File: src/rtl/intc_pkg.sv
// Shared types and register map for the wb_intc interrupt controller.
package intc_pkg;

  typedef enum logic [1:0] {
    INTC_LEVEL = 2'd0,
    INTC_RISE  = 2'd1,
    INTC_FALL  = 2'd2,
    INTC_BOTH  = 2'd3
  } intc_mode_t;

  // Word indices as decoded from adr[4:2].
  localparam logic [2:0] INTC_STATUS = 3'd0;
  localparam logic [2:0] INTC_ENABLE = 3'd1;
  localparam logic [2:0] INTC_MODE   = 3'd2;
  localparam logic [2:0] INTC_RAW    = 3'd3;
  localparam logic [2:0] INTC_SET    = 3'd4;

  function automatic logic [31:0] lane_mask(input logic [3:0] sel);
    return {{8{sel[3]}}, {8{sel[2]}}, {8{sel[1]}}, {8{sel[0]}}};
  endfunction

endpackage

File: src/rtl/intc_channel.sv
// One interrupt channel: optional input synchronizer, edge/level detector and pending flag.
// WB_INTC_SYNC_EN adds a two-flop synchronizer in front of the detector.
module intc_channel
  import intc_pkg::*;
(
  input  logic       clk,
  input  logic       rst_n,
  input  logic       irq_i,
  input  intc_mode_t mode_i,
  input  logic       clear_i,
  input  logic       set_i,
  output logic       sample_o,
  output logic       pending_o
);

  logic last_q, last_d;
  logic pending_q, pending_d;
  logic event_hit;

`ifdef WB_INTC_SYNC_EN
  logic [1:0] sync_q, sync_d;

  always_comb sync_d = {sync_q[0], irq_i};

  always_ff @(posedge clk or negedge rst_n) begin
    if (!rst_n) begin
      sync_q <= 2'b00;
    end else begin
      sync_q <= sync_d;
    end
  end

  assign sample_o = sync_q[1];
`else
  assign sample_o = irq_i;
`endif

  always_comb begin
    event_hit = 1'b0;
    unique case (mode_i)
      INTC_LEVEL: event_hit = sample_o;
      INTC_RISE:  event_hit = sample_o & ~last_q;
      INTC_FALL:  event_hit = ~sample_o & last_q;
      INTC_BOTH:  event_hit = sample_o ^ last_q;
      default:    event_hit = 1'b0;
    endcase
    // last follows the sample in every mode so a mode change cannot create an edge.
    last_d    = sample_o;
    pending_d = (pending_q & ~clear_i) | event_hit | set_i;
  end

  always_ff @(posedge clk or negedge rst_n) begin
    if (!rst_n) begin
      last_q    <= 1'b0;
      pending_q <= 1'b0;
    end else begin
      last_q    <= last_d;
      pending_q <= pending_d;
    end
  end

  assign pending_o = pending_q;

endmodule

File: src/rtl/wb_intc.sv
// Wishbone B3 interrupt controller: per-channel condition detect, W1C pending, masked outputs.
// WB_INTC_SYNC_EN enables per-input two-flop synchronizers (see intc_channel).
module wb_intc
  import intc_pkg::*;
#(
  parameter int unsigned CHANNELS   = 4,
  parameter logic [31:0] RESET_MODE = 32'h0
) (
  input  logic                clk,
  input  logic                rst_n,
  input  logic [4:2]          wb_adr_i,
  input  logic [31:0]         wb_dat_i,
  output logic [31:0]         wb_dat_o,
  input  logic [3:0]          wb_sel_i,
  input  logic                wb_we_i,
  input  logic                wb_stb_i,
  input  logic                wb_cyc_i,
  output logic                wb_ack_o,
  input  logic [CHANNELS-1:0] irq_in,
  output logic [CHANNELS-1:0] irq_out,
  output logic                irq_any
);

  localparam int unsigned ModeW = 2 * CHANNELS;

  logic                ack_q, ack_d;
  logic [31:0]         dat_q, dat_d;
  logic [CHANNELS-1:0] enable_q, enable_d;
  logic [ModeW-1:0]    mode_q, mode_d;

  logic                req, wr;
  logic [31:0]         be, wr_bits, rdata;
  logic [CHANNELS-1:0] clear_vec, set_vec, sample_vec, pending_vec;

  // Partially used bus data and lane mask when CHANNELS < 16.
  logic unused_bits;
  assign unused_bits = ^{wr_bits, be};

  always_comb begin
    // A new access is only accepted once the previous ack has dropped.
    req       = wb_cyc_i & wb_stb_i & ~ack_q;
    wr        = req & wb_we_i;
    be        = lane_mask(wb_sel_i);
    wr_bits   = wb_dat_i & be;
    ack_d     = req;
    enable_d  = enable_q;
    mode_d    = mode_q;
    clear_vec = '0;
    set_vec   = '0;

    if (wr && wb_adr_i == INTC_STATUS) clear_vec = wr_bits[CHANNELS-1:0];
    if (wr && wb_adr_i == INTC_SET)    set_vec   = wr_bits[CHANNELS-1:0];
    if (wr && wb_adr_i == INTC_ENABLE) begin
      for (int unsigned i = 0; i < CHANNELS; i++) begin
        if (be[i]) enable_d[i] = wb_dat_i[i];
      end
    end
    if (wr && wb_adr_i == INTC_MODE) begin
      for (int unsigned i = 0; i < ModeW; i++) begin
        if (be[i]) mode_d[i] = wb_dat_i[i];
      end
    end

    rdata = 32'h0;
    case (wb_adr_i)
      INTC_STATUS: rdata = 32'(pending_vec);
      INTC_ENABLE: rdata = 32'(enable_q);
      INTC_MODE:   rdata = 32'(mode_q);
      INTC_RAW:    rdata = 32'(sample_vec);
      default:     rdata = 32'h0;
    endcase
    dat_d = (req && !wb_we_i) ? rdata : 32'h0;
  end

  always_ff @(posedge clk or negedge rst_n) begin
    if (!rst_n) begin
      ack_q    <= 1'b0;
      dat_q    <= 32'h0;
      enable_q <= '0;
      mode_q   <= RESET_MODE[ModeW-1:0];
    end else begin
      ack_q    <= ack_d;
      dat_q    <= dat_d;
      enable_q <= enable_d;
      mode_q   <= mode_d;
    end
  end

  for (genvar i = 0; i < CHANNELS; i++) begin : g_ch
    intc_channel u_ch (
      .clk       (clk),
      .rst_n     (rst_n),
      .irq_i     (irq_in[i]),
      .mode_i    (intc_mode_t'(mode_q[2*i +: 2])),
      .clear_i   (clear_vec[i]),
      .set_i     (set_vec[i]),
      .sample_o  (sample_vec[i]),
      .pending_o (pending_vec[i])
    );
  end

  assign wb_ack_o = ack_q;
  assign wb_dat_o = dat_q;
  assign irq_out  = pending_vec & enable_q;
  assign irq_any  = |irq_out;

endmodule

File: config.mk
export PLATFORM = sky130hd
export DESIGN_NAME = wb_intc
export DESIGN_NICKNAME = d
export VERILOG_FILES = /design/src/rtl/intc_pkg.sv /design/src/rtl/intc_channel.sv /design/src/rtl/wb_intc.sv
export SDC_FILE = /design/constraint.sdc
export NUM_CORES = 1
export LEC_CHECK = 0
export CORE_MARGIN = 5
export CORE_UTILIZATION = 36
export CTS_CLUSTER_DIAMETER = 150
export CTS_CLUSTER_SIZE = 28
export DETAILED_ROUTE_END_ITERATION = 7
export PLACE_DENSITY = 0.73
export SLEW_MARGIN = 0
export SYNTH_ARGS = -nofsm -noshare
export SYNTH_HDL_FRONTEND = slang
export SYNTH_HIERARCHICAL = 1
export SYNTH_SLANG_ARGS = --single-unit
File: constraint.sdc
create_clock -name clk -period 3.31 [get_ports clk]
set_input_delay 0.331 -clock clk [delete_from_list [all_inputs] [get_ports clk]]
set_output_delay 0.331 -clock clk [all_outputs]
set_load 0.01 [all_outputs]
==> Word-level counts from Yosys, hierarchy flattened <==
Index checks and enable logic that the tools add are counted.
{ "word_totals": {"rom_bits": 0, "ff_bits": 53, "latchBits": 0, "memories": 0, "output_inout_bits": 38, "mem_bits_rw": 0} }
{ "classes": {"muxes": 8, "div_mod_pow": 0, "add_sub_neg": 0, "n_mul": 0, "n_bitwise": 42, "reduce_logical": 14, "magnitude_cmp": 0, "shifts": 0, "eq_ne": 16} }
{ "op_table": {"columns": ["op", "count"], "rows": [
  ["32-bit two-way mux", 1],
  ["8-bit case mux with 4 select lines", 1],
  ["2-bit == test, second input constant", 8],
  ["1-bit case mux with 4 select lines", 4],
  ["1-bit AND", 15],
  ["1-bit inverter", 13],
  ["4-bit AND", 2],
  ["2-bit by 1-bit == test with 1-bit output, second input constant", 4],
  ["2-bit zero test", 4],
  ["4-bit two-way mux", 2],
  ["1-bit bitwise OR", 8],
  ["3-bit by 2-bit == test with 1-bit output, second input constant", 2],
  ["1-bit logical AND", 5],
  ["2-bit AND reduction", 2],
  ["4-bit OR reduction", 1],
  ["1-bit XOR", 4],
  ["3-bit by 1-bit == test with 1-bit output, second input constant", 1],
  ["3-bit == test, second input constant", 1],
  ["3-bit zero test", 1],
  ["1-bit zero test", 1]
]} }

==> Depth between registers and ports, before layout <==
Gate-level depths: netlist (run 1).
{ "logic_depth": {"word_depth": 9, "mapped_depth": 6} }

==> Cells and area by module <==
Netlist (run 1), hierarchy kept.
{ "by_module_without_submodules": {"columns": ["mod", "cells_each", "n_inst", "area_each_um2"], "rows": [
  ["wb_intc", 96, 1, 1203.7],
  ["intc_channel", 13, 4, 132.6]
]} }

==> Worst setup path before layout (run 1) <==
No wires, ideal clock.
{ "synth_timing": {"kind": "register to register", "from": "register ack_q, in the netlist wb_ack_o", "to": "register mode_q[0]", "stages_incl_launch_ff": 4, "setup_time_ns": 0.125, "arrival_time_ns": 1.447, "n_path_buf": 0, "setup_slack_ns": 1.738, "cell_sequence": "dfrtp_1 -> nand3b_4 -> nor4_4 -> mux2_2"} }
{ "synth_between": {"elab_chain_cells": 5} }
{ "synth_rtl": {"columns": ["item", "line_no", "source"], "rows": [
  ["start, declared", "wb_intc.sv:26", "logic ack_q, ack_d;"],
  ["start signal, assigned", "wb_intc.sv:82", "ack_q <= ack_d;"],
  ["1-bit inverter", "wb_intc.sv:41", "req = wb_cyc_i & wb_stb_i & ~ack_q;"],
  ["1-bit AND", "wb_intc.sv:41", null],
  ["1-bit AND", "wb_intc.sv:42", "wr = req & wb_we_i;"],
  ["1-bit logical AND", "wb_intc.sv:58", "if (wr && wb_adr_i == INTC_MODE) begin"],
  ["2-bit AND reduction (no source line)", null, null],
  ["end signal, assigned", "wb_intc.sv:80", "mode_q <= RESET_MODE[ModeW-1:0];"],
  ["end signal, assigned", "wb_intc.sv:85", "mode_q <= mode_d;"],
  ["end, declared", "wb_intc.sv:29", "logic [ModeW-1:0] mode_q, mode_d;"]
]} }
No other way between the ends.
A chain may end at the register's enable or synchronous reset.

==> Worst setup path after layout (run 1) <==
{ "layout_timing": {"from": "register g_ch[2].u_ch.pending_q", "to": "output port irq_any"} }
{ "layout_between": {"elab_chain_cells": 2} }
{ "layout_rtl": {"columns": ["item", "line_no", "source"], "rows": [
  ["start, declared", "intc_channel.sv:17", "logic pending_q, pending_d;"],
  ["start signal, assigned", "intc_channel.sv:58", "pending_q <= pending_d;"],
  ["4-bit AND", "wb_intc.sv:104", "assign irq_out = pending_vec & enable_q;"],
  ["4-bit OR reduction", "wb_intc.sv:105", "assign irq_any = |irq_out;"],
  ["end, declared", "wb_intc.sv:21", "output logic irq_any"]
]} }
No other way between the ends.

==> results of run 1 <==
synth_stat cells:
master    count  area, sq um
mux4_1        2        52.55
nand3b_1      1        7.510
o211ai_2      4        50.05
mux2i_1       4        40.04
nand2_1       5        18.77
inv_1        14        52.55
nor4_1        3        18.77
dfrtp_1      29        725.7
o211ai_1      4        30.03
nor2b_1       4        25.02
buf_2         1        5.000
and2_1       16        100.1
or3_2         1        7.510
nand2b_4      1        13.76
nor4_4        1        21.27
nor4b_4       1        23.77
mux2_2       12        135.1
ha_1          8        100.1
buf_4        28        210.2
mux4_2        2        45.04
a21oi_1       4        20.02
or4_1         1        7.510
conb_1        1        3.750
nand3b_4      1        20.02
registers in the layout (all words and copies together) (netlist names):
signal / flops
mode_q: 8
g_ch.u_ch/last_q: 4
enable_q: 4
wb_ack_o: 1
g_ch.u_ch/pending_o: 4
wb_dat_o: 8
per-layer routing:
layer | wire, microns | GRT usage | vias up
met1 | 1332 | 0.1300 | 532
met2 | 1631 | 0.1894 | 37
met3 | 197 | 0.04063 | 6
li1 | - | - | 525
met5 | 0 | 0 | -
met4 | 34 | 0.03608 | 0
how the worst max path moves through the flow:
stage	to	slack (ns)	depth (start not counted)
4_1_cts	irq_any	1.08	3
3_5_place_dp	g_ch[2].u_ch/pending_o$_DFF_PN0_	0.94	7
5_1_grt	g_ch[3].u_ch/pending_o$_DFF_PN0_	1.02	7
6_report	irq_any	1.09	3
2_1_floorplan	mode_q[0]$_DFFE_PN0P_	1.74	3
3_3_place_gp	g_ch[0].u_ch/pending_o$_DFF_PN0_	0.90	7
stage by stage:
step	power (mW)	std cells	utilization	setup slack (ns)
after detailed placement	0.5562	231	0.4307	0.9424
after CTS	0.9350	239	0.4555	1.078
after global placement	0.5499	231	0.4307	0.8972
after global routing	0.9703	239	0.4555	1.015
after floorplan	0.5016	171	-	1.738
final	0.9239	239	0.4555	1.093
final cells by class:
class                   count  area (sq um)
fillers                   437          2555
multi-input cells          99         827.0
flip-flops and latches     29         725.7
repair buffers             35         347.8
clock buffers               7         86.33
well taps                  54         67.56
inverters                  14         52.55
clock inverters             1         30.03
power groups by stage:
stage          registers (mW)  clock network [mW]  logic, mW
2_1_floorplan           0.399                   0      0.103
3_3_place_gp            0.403                   0      0.147
3_5_place_dp            0.405                   0      0.152
4_1_cts                 0.398               0.385      0.152
5_1_grt                 0.401               0.404      0.165
6_report                0.398               0.376      0.150
cells by family after synthesis:
kind of cell	synth area share
flip-flops	0.4185
AND/OR/NAND/NOR	0.1522
multiplexers	0.1573
buffers and inverters	0.1544
AO/OA/AOI/OAI	0.05772
adder cells (fa/ha/maj)	0.05772
other	0.002162
==> flow_summary.yaml, run 1 <==
run_status:
  outcome: "finished, final reports clean"
clock_tree:
  clock_sinks: 29
  htreeDepth: 2
  cts_setup_buffers: 0
  numCtsBuffers: 5
  cts_tree: "done"
  cts-hold-fix-buffers: 0
  cts_buffer_depth: 2
  cts_resized: 0
  clk_latency_ns: 0.28
  path_clk_slew_ns: 0.06
  clockRootBuffer: "clkbuf_8"
sta:
  hold_viol_final: 0
  fin_tns_setup_ns: 0
  worst_slew_pin_slew_ns: 0.6448
  timing.final.max_slew_violations: 0
  fmax_mhz: 451.0
  maxSlewHeadroom: 0.5662
  clock_skew_ns: 0.002431
  period_needed_ns: 2.217
  finalCritPeriodShare: 0.6699
  holdWs_ns: 0.4360
  setup_violations: 0
  rsz0062_at_grt: "no"
route:
  vias: 1100
  drt_wl_total_microns: 3196
  drt_iter0_markers: 50
  vias_per_cell: 4.603
  drc: 0
  ant_nets: 0
  firstDrtPassIters: 3
  wl_per_cell_microns: 13.37
worst_setup_path:
  start_kind: "register"
  cpMaxStageDelayCell: "or4_1"
  crit_chain: "and2_1 > or4_1 > clkdlybuf4s50_1"
  r2r-start: "wb_ack_o$_DFF_PN0_"
  setup.worst_path.end_class: "primary output"
  cpPeakStageDelay_ns: 0.53
  reg2reg_slack_ns: 1.57
  crit_start: "g_ch[2].u_ch/pending_o$_DFF_PN0_"
  crit_buf_inv: 1
  rr_endpoint: "mode_q[0]$_DFFE_PN0P_"
  r2r_cells: 3
  cp_top_family: "simple AND/OR/NAND/NOR gates"
  required_ns: 2.98
  critical_path.max_fanout: 3
  path_class: "reg -> out"
  critPathArrivalTime_ns: 1.89
global_route:
  grt_pass1_vias: 1125
  grt_max_degree: 30
  grt_pass1_wl_microns: 5368
  grt.total_usage: 0.1114
  global_route.overflow_total: 0
  antenna_found_initial: 0
place:
  io_buffers: 34
  dpl-instance-area_sq_um: 2021
  dp_hpwl_microns: 2546
  place.gp.congestion: 0.7335
floorplanning:
  fp.dieW_microns: 79.41
  ios: 86
  die_h_microns: 79.41
  core_sq_um: 4692
  std_cell_rows: 25
  start_util: 0.3696
  die_area_sq_um: 6305
pwr:
  p_leak_nw: 0.9776
  switching_share: 0.2382
  combPwrFrac: 0.163
  power.share.clock: 0.407
  p_sw_uw: 220.1
  internal_power_uw: 703.8
  vdd.ir_drop.worst_mv: 0.2071
  power_density_nw_per_um2: 432.3
  seqPwrFrac: 0.431
cells_and_area:
  drive_gt1_frac: 0.1676
  syn2layout_area_growth_pct: 23.23
  final_cell_mix: "clkdlybuf4s50_1 (34), dfrtp_1 (29), conb_1 (24), and2_1 (16), inv_1 (14)"
  final_common_cell: "clkdlybuf4s50_1"
  diodes: 0
  final_area_sq_um: 2137
  finalNetCount: 240
synthesis:
  synth_seq_cells: 29
  synth.avg_cell_area_sq_um: 11.72
  syn_inst: 148
  synth_cell_types: 24
  yosys_warnings: 6
  synth_area_sq_um: 1734
  ys_seq_area_frac: 0.4185
worst_hold_path:
  hold_class: "in -> async"
job:
  maxCapViolCount: 0
Note: power is estimated with default switching activity, not from simulation.
==> inputs of run 2 (changes only) <==
Settings changed: PLACE_DENSITY 0.73 to 0.76.
Clock period 3.31 ns to 2 ns, I/O delays scaled along.
==> run 2 against run 1 <==
Utilization unchanged. Sequential power grew 65%. First-iteration DRC count fell by 8.0%. Register-to-register slack lost 1.2 ns. Final cell count is 2.1% higher. Total power is 47% higher. Cell area stayed put. Die area unchanged. Non-clock buffer count up 5. Global-route usage decreased by 0.30 points. Count of clock-buffer cells in the layout increased by 1.
==> flow_summary.yaml, run 2 (same netlist as run 1, synthesis figures left out) <==
sta:
  hold_viol_final: 0
  setup_violations: 0
  rsz0062_at_grt: "no"
  fin_ws_ns: 0.1065
  fin_tns_setup_ns: 0
  clock_skew_ns: 0.002973
  holdWs_ns: 0.3070
  finalCritPeriodShare: 0.9467
  period_needed_ns: 1.893
  timing.final.max_slew_violations: 0
  fmax_mhz: 528.1
cells_and_area:
  drive_gt1_frac: 0.1789
  postLayoutCoreUtil: 0.4555
  final_cell_mix: "clkdlybuf4s50_1 (33), dfrtp_1 (29), conb_1 (24), and2_1 (16), inv_1 (14)"
  final_cell_count_no_fill: 244
  final_area_sq_um: 2137
  final_common_cell: "clkdlybuf4s50_1"
  finalNetCount: 245
  syn2layout_area_growth_pct: 23.23
  diodes: 0
floorplanning:
  core_sq_um: 4692
  ios: 86
  start_util: 0.3696
  fp.dieW_microns: 79.41
  die_area_sq_um: 6305
  std_cell_rows: 25
  die_h_microns: 79.41
pwr:
  internal_power_mw: 1.004
  vdd.ir_drop.worst_mv: 0.2369
  p_total_mw: 1.358
  power.share.clock: 0.332
  switching_share: 0.2604
  combPwrFrac: 0.183
  seqPwrFrac: 0.485
  power_density_nw_per_um2: 635.3
  p_sw_uw: 353.6
  p_leak_nw: 0.9863
place:
  place_worst_setup_slack_ns: 0.08036
  place.gp.congestion: 0.7265
  dpl-instance-area_sq_um: 2058
  dpl.cell_count: 236
  dp_hpwl_microns: 2500
  io_buffers: 34
worst_setup_path:
  cpPeakStageDelay_ns: 0.54
  cp_top_family: "simple AND/OR/NAND/NOR gates"
  setup.worst_path.end_class: "primary output"
  crit_chain: "and2_1 > or4_1 > dlygate4sd2_1"
  required_ns: 1.80
  crit_buf_inv: 1
  start_kind: "register"
  critical_path.max_fanout: 3
  critPathArrivalTime_ns: 1.69
  path_class: "reg -> out"
  cpMaxStageDelayCell: "or4_1"
run_status:
  outcome: "finished, final reports clean"
global_route:
  grt.total_usage: 0.1084
  antenna_found_initial: 0
  grt_pass1_vias: 1119
  grt_pass1_wl_microns: 5147
  grt_max_degree: 30
  global_route.overflow_total: 0
route:
  vias_per_cell: 4.574
  wl_per_cell_microns: 13.00
  drt_iter0_markers: 46
  ant_nets: 0
  firstDrtPassIters: 4
  drc: 0
  vias: 1116
  drt_wl_total_microns: 3172
clock_tree:
  clock_sinks: 29
  clockRootBuffer: "clkbuf_8"
  cts_resized: 1
  htreeDepth: 2
  clk_latency_ns: 0.28
  path_clk_slew_ns: 0.06
  numCtsBuffers: 5
  cts_buffer_depth: 2
  cts_tree: "done"
  cts-hold-fix-buffers: 0
  cts_setup_buffers: 0
worst_hold_path:
  hold_class: "in -> async"
job:
  maxCapViolCount: 0
## run 2: cell types whose count changed in the layout (fill, tap and decap cells not counted), sizes merged
cell           delta
clkdlybuf4s50     -1
dlygate4sd2       +1
clkbuf            +1
buf               +5
bufinv            -1
## run 2: worst paths after layout
kind                                                     to  depth (start not counted)  slack (ns)                              from
max                                                 irq_any                          3        0.11  g_ch[2].u_ch/pending_o$_DFF_PN0_
min                                   mode_q[6]$_DFFE_PN0P_                          2        0.31                             rst_n
max reg2reg                g_ch[3].u_ch/pending_o$_DFF_PN0_                          7        0.38                wb_ack_o$_DFF_PN0_
min reg2reg                         enable_q[1]$_DFFE_PN0P_                          1        0.52           enable_q[1]$_DFFE_PN0P_
max in group asynchronous             wb_dat_o[3]$_DFF_PN0_                          2        1.42                             rst_n
min in group clk              g_ch[0].u_ch/last_q$_DFF_PN0_                          1        0.49                         irq_in[0]
## run 2: layout make-up
class	instances	area (sq um)
well taps	54	67.56
multi-input cells	99	827.0
clock buffers	8	80.08
fillers	458	2555
repair buffers	40	384.1
inverters	14	52.55
flip-flops and latches	29	725.7
## run 2: power by group through the flow
stage | clock network (mW) | registers [mW] | logic [mW]
3_5_place_dp | 0 | 0.670 | 0.254
2_1_floorplan | 0 | 0.660 | 0.170
4_1_cts | 0.470 | 0.659 | 0.251
3_3_place_gp | 0 | 0.668 | 0.249
6_report | 0.451 | 0.658 | 0.248
5_1_grt | 0.497 | 0.665 | 0.272
## run 2: routing by layer
layer	routed length, microns	global-route usage	share of wire	vias up
li1	-	-	-	534
met1	1372	0.1347	0.43	528
met2	1498	0.1709	0.47	48
met3	258	0.03950	0.081	6
met4	41	0.04296	0.013	0
met5	0	0	0	-
==> inputs of run 3 (changes only) <==
Settings changed: CORE_MARGIN 5 to 10.
==> run 3 against run 2 <==
Non-clock buffer count up 1. Clock power up 4.4%. Largest power group unchanged. Die area up 27%. Fmax up 2.0%. Count of clock-buffer cells in the layout down 1. Critical path type unchanged.
==> flow_summary.yaml, run 3 (same netlist as run 1, synthesis figures left out) <==
run_status:
  outcome: "finished, final reports clean"
clock_tree:
  numCtsBuffers: 5
  clock_sinks: 29
  path_clk_slew_ns: 0.06
  clockRootBuffer: "clkbuf_8"
  cts_buffer_depth: 2
  cts_tree: "done"
  clk_latency_ns: 0.27
  htreeDepth: 2
cells_and_area:
  postLayoutCoreUtil: 0.4584
  drive_gt1_frac: 0.1895
  diodes: 0
  final_area_sq_um: 2151
  final_common_cell: "clkdlybuf4s50_1"
  final_cell_mix: "clkdlybuf4s50_1 (33), dfrtp_1 (29), conb_1 (24), and2_1 (16), inv_1 (14)"
  syn2layout_area_growth_pct: 24.03
  finalNetCount: 246
route:
  firstDrtPassIters: 4
  drc: 0
  vias: 1108
  drt_wl_total_microns: 3485
  drt_iter0_markers: 35
  ant_nets: 0
  wl_per_cell_microns: 14.28
  vias_per_cell: 4.541
sta:
  fin_tns_setup_ns: 0
  fmax_mhz: 538.8
  rsz0062_at_grt: "no"
  period_needed_ns: 1.856
  setup_violations: 0
  timing.final.max_slew_violations: 0
  clock_skew_ns: 0.002141
  finalCritPeriodShare: 0.9281
  hold_viol_final: 0
global_route:
  global_route.overflow_total: 0
  antenna_found_initial: 0
  grt.total_usage: 0.09122
  grt_max_degree: 30
  grt_pass1_vias: 1155
  grt_pass1_wl_microns: 5526
place:
  place.gp.congestion: 0.7693
  dp_hpwl_microns: 2888
  io_buffers: 34
  dpl-instance-area_sq_um: 2066
worst_setup_path:
  setup.worst_path.end_class: "primary output"
  critical_path.max_fanout: 3
  required_ns: 1.80
  crit_start: "g_ch[2].u_ch/pending_o$_DFF_PN0_"
  path_class: "reg -> out"
  r2r-start: "wb_ack_o$_DFF_PN0_"
  critPathArrivalTime_ns: 1.66
  start_kind: "register"
pwr:
  vdd.ir_drop.worst_mv: 0.2366
  power_density_nw_per_um2: 640.3
  p_leak_nw: 0.9966
floorplanning:
  ios: 86
  start_util: 0.3696
  fp.dieW_microns: 89.41
  core_sq_um: 4692
  die_area_sq_um: 7993
  std_cell_rows: 25
  die_h_microns: 89.41
worst_hold_path:
  hold_class: "in -> async"
job:
  maxCapViolCount: 0
## run 3: power breakdown
| part | internal [mW] | switching (mW) |
|---|---|---|
| Sequential | 0.623 | 0.0350 |
| Combinational | 0.135 | 0.113 |
| Clock | 0.272 | 0.199 |
## run 3: path summary, 6_finish.rpt
kind                            slack [ns]                               end  cells past startpoint
worst min register to register        0.53  g_ch[0].u_ch/pending_o$_DFF_PN0_                      2
worst max register to register        0.38  g_ch[2].u_ch/pending_o$_DFF_PN0_                      7
worst max-delay path                  0.14                           irq_any                      3
max in group asynchronous             1.42             wb_dat_o[3]$_DFF_PN0_                      2
worst min-delay path                  0.31             mode_q[7]$_DFFE_PN0P_                      2
min in group clk                      0.50     g_ch[0].u_ch/last_q$_DFF_PN0_                      1
## run 3: routing by layer
layer / global-route usage / share of wire / routed length [microns]
met3: 0.04193 / 0.089 / 311
met1: 0.08881 / 0.36 / 1269
met4: 0.02168 / 0.0066 / 23
met2: 0.1703 / 0.54 / 1881
met5: 0 / 0 / 0
## run 3: cell type report
class	instances	area [sq um]
Clock buffer	7	86.33
Fill cell	443	2541
Inverter	14	52.55
Multi-Input combinational cell	99	827.0
Sequential cell	29	725.7
Tap cell	54	67.56
Timing Repair Buffer	41	391.6
## run 3: repair_timing
item | 4_1_cts | 5_1_grt
hold buffers | 0 | 0
gates resized for setup | 1 | 0
setup endpoints to repair | 1 | 0
setup buffers | 0 | 0
## run 3: metrics by stage
stage	std cells	setup WS, ns	hold slack [ns]	total power, mW
after floorplan	171	0.4280	-0.09559	0.8302
after global placement	237	0.1727	0.5020	0.9147
after detailed placement	237	0.09105	0.5131	0.9244
after CTS	244	0.1238	0.3236	1.400
after global routing	244	0.07153	0.3592	1.457
final	244	0.1439	0.3118	1.377
## run 3: critical path, cell delays in order (launching register included)
cell and delay [ns]:
dfrtp_1 0.39, and2_1 0.19, or4_1 0.50, dlygate4sd2_1 0.30
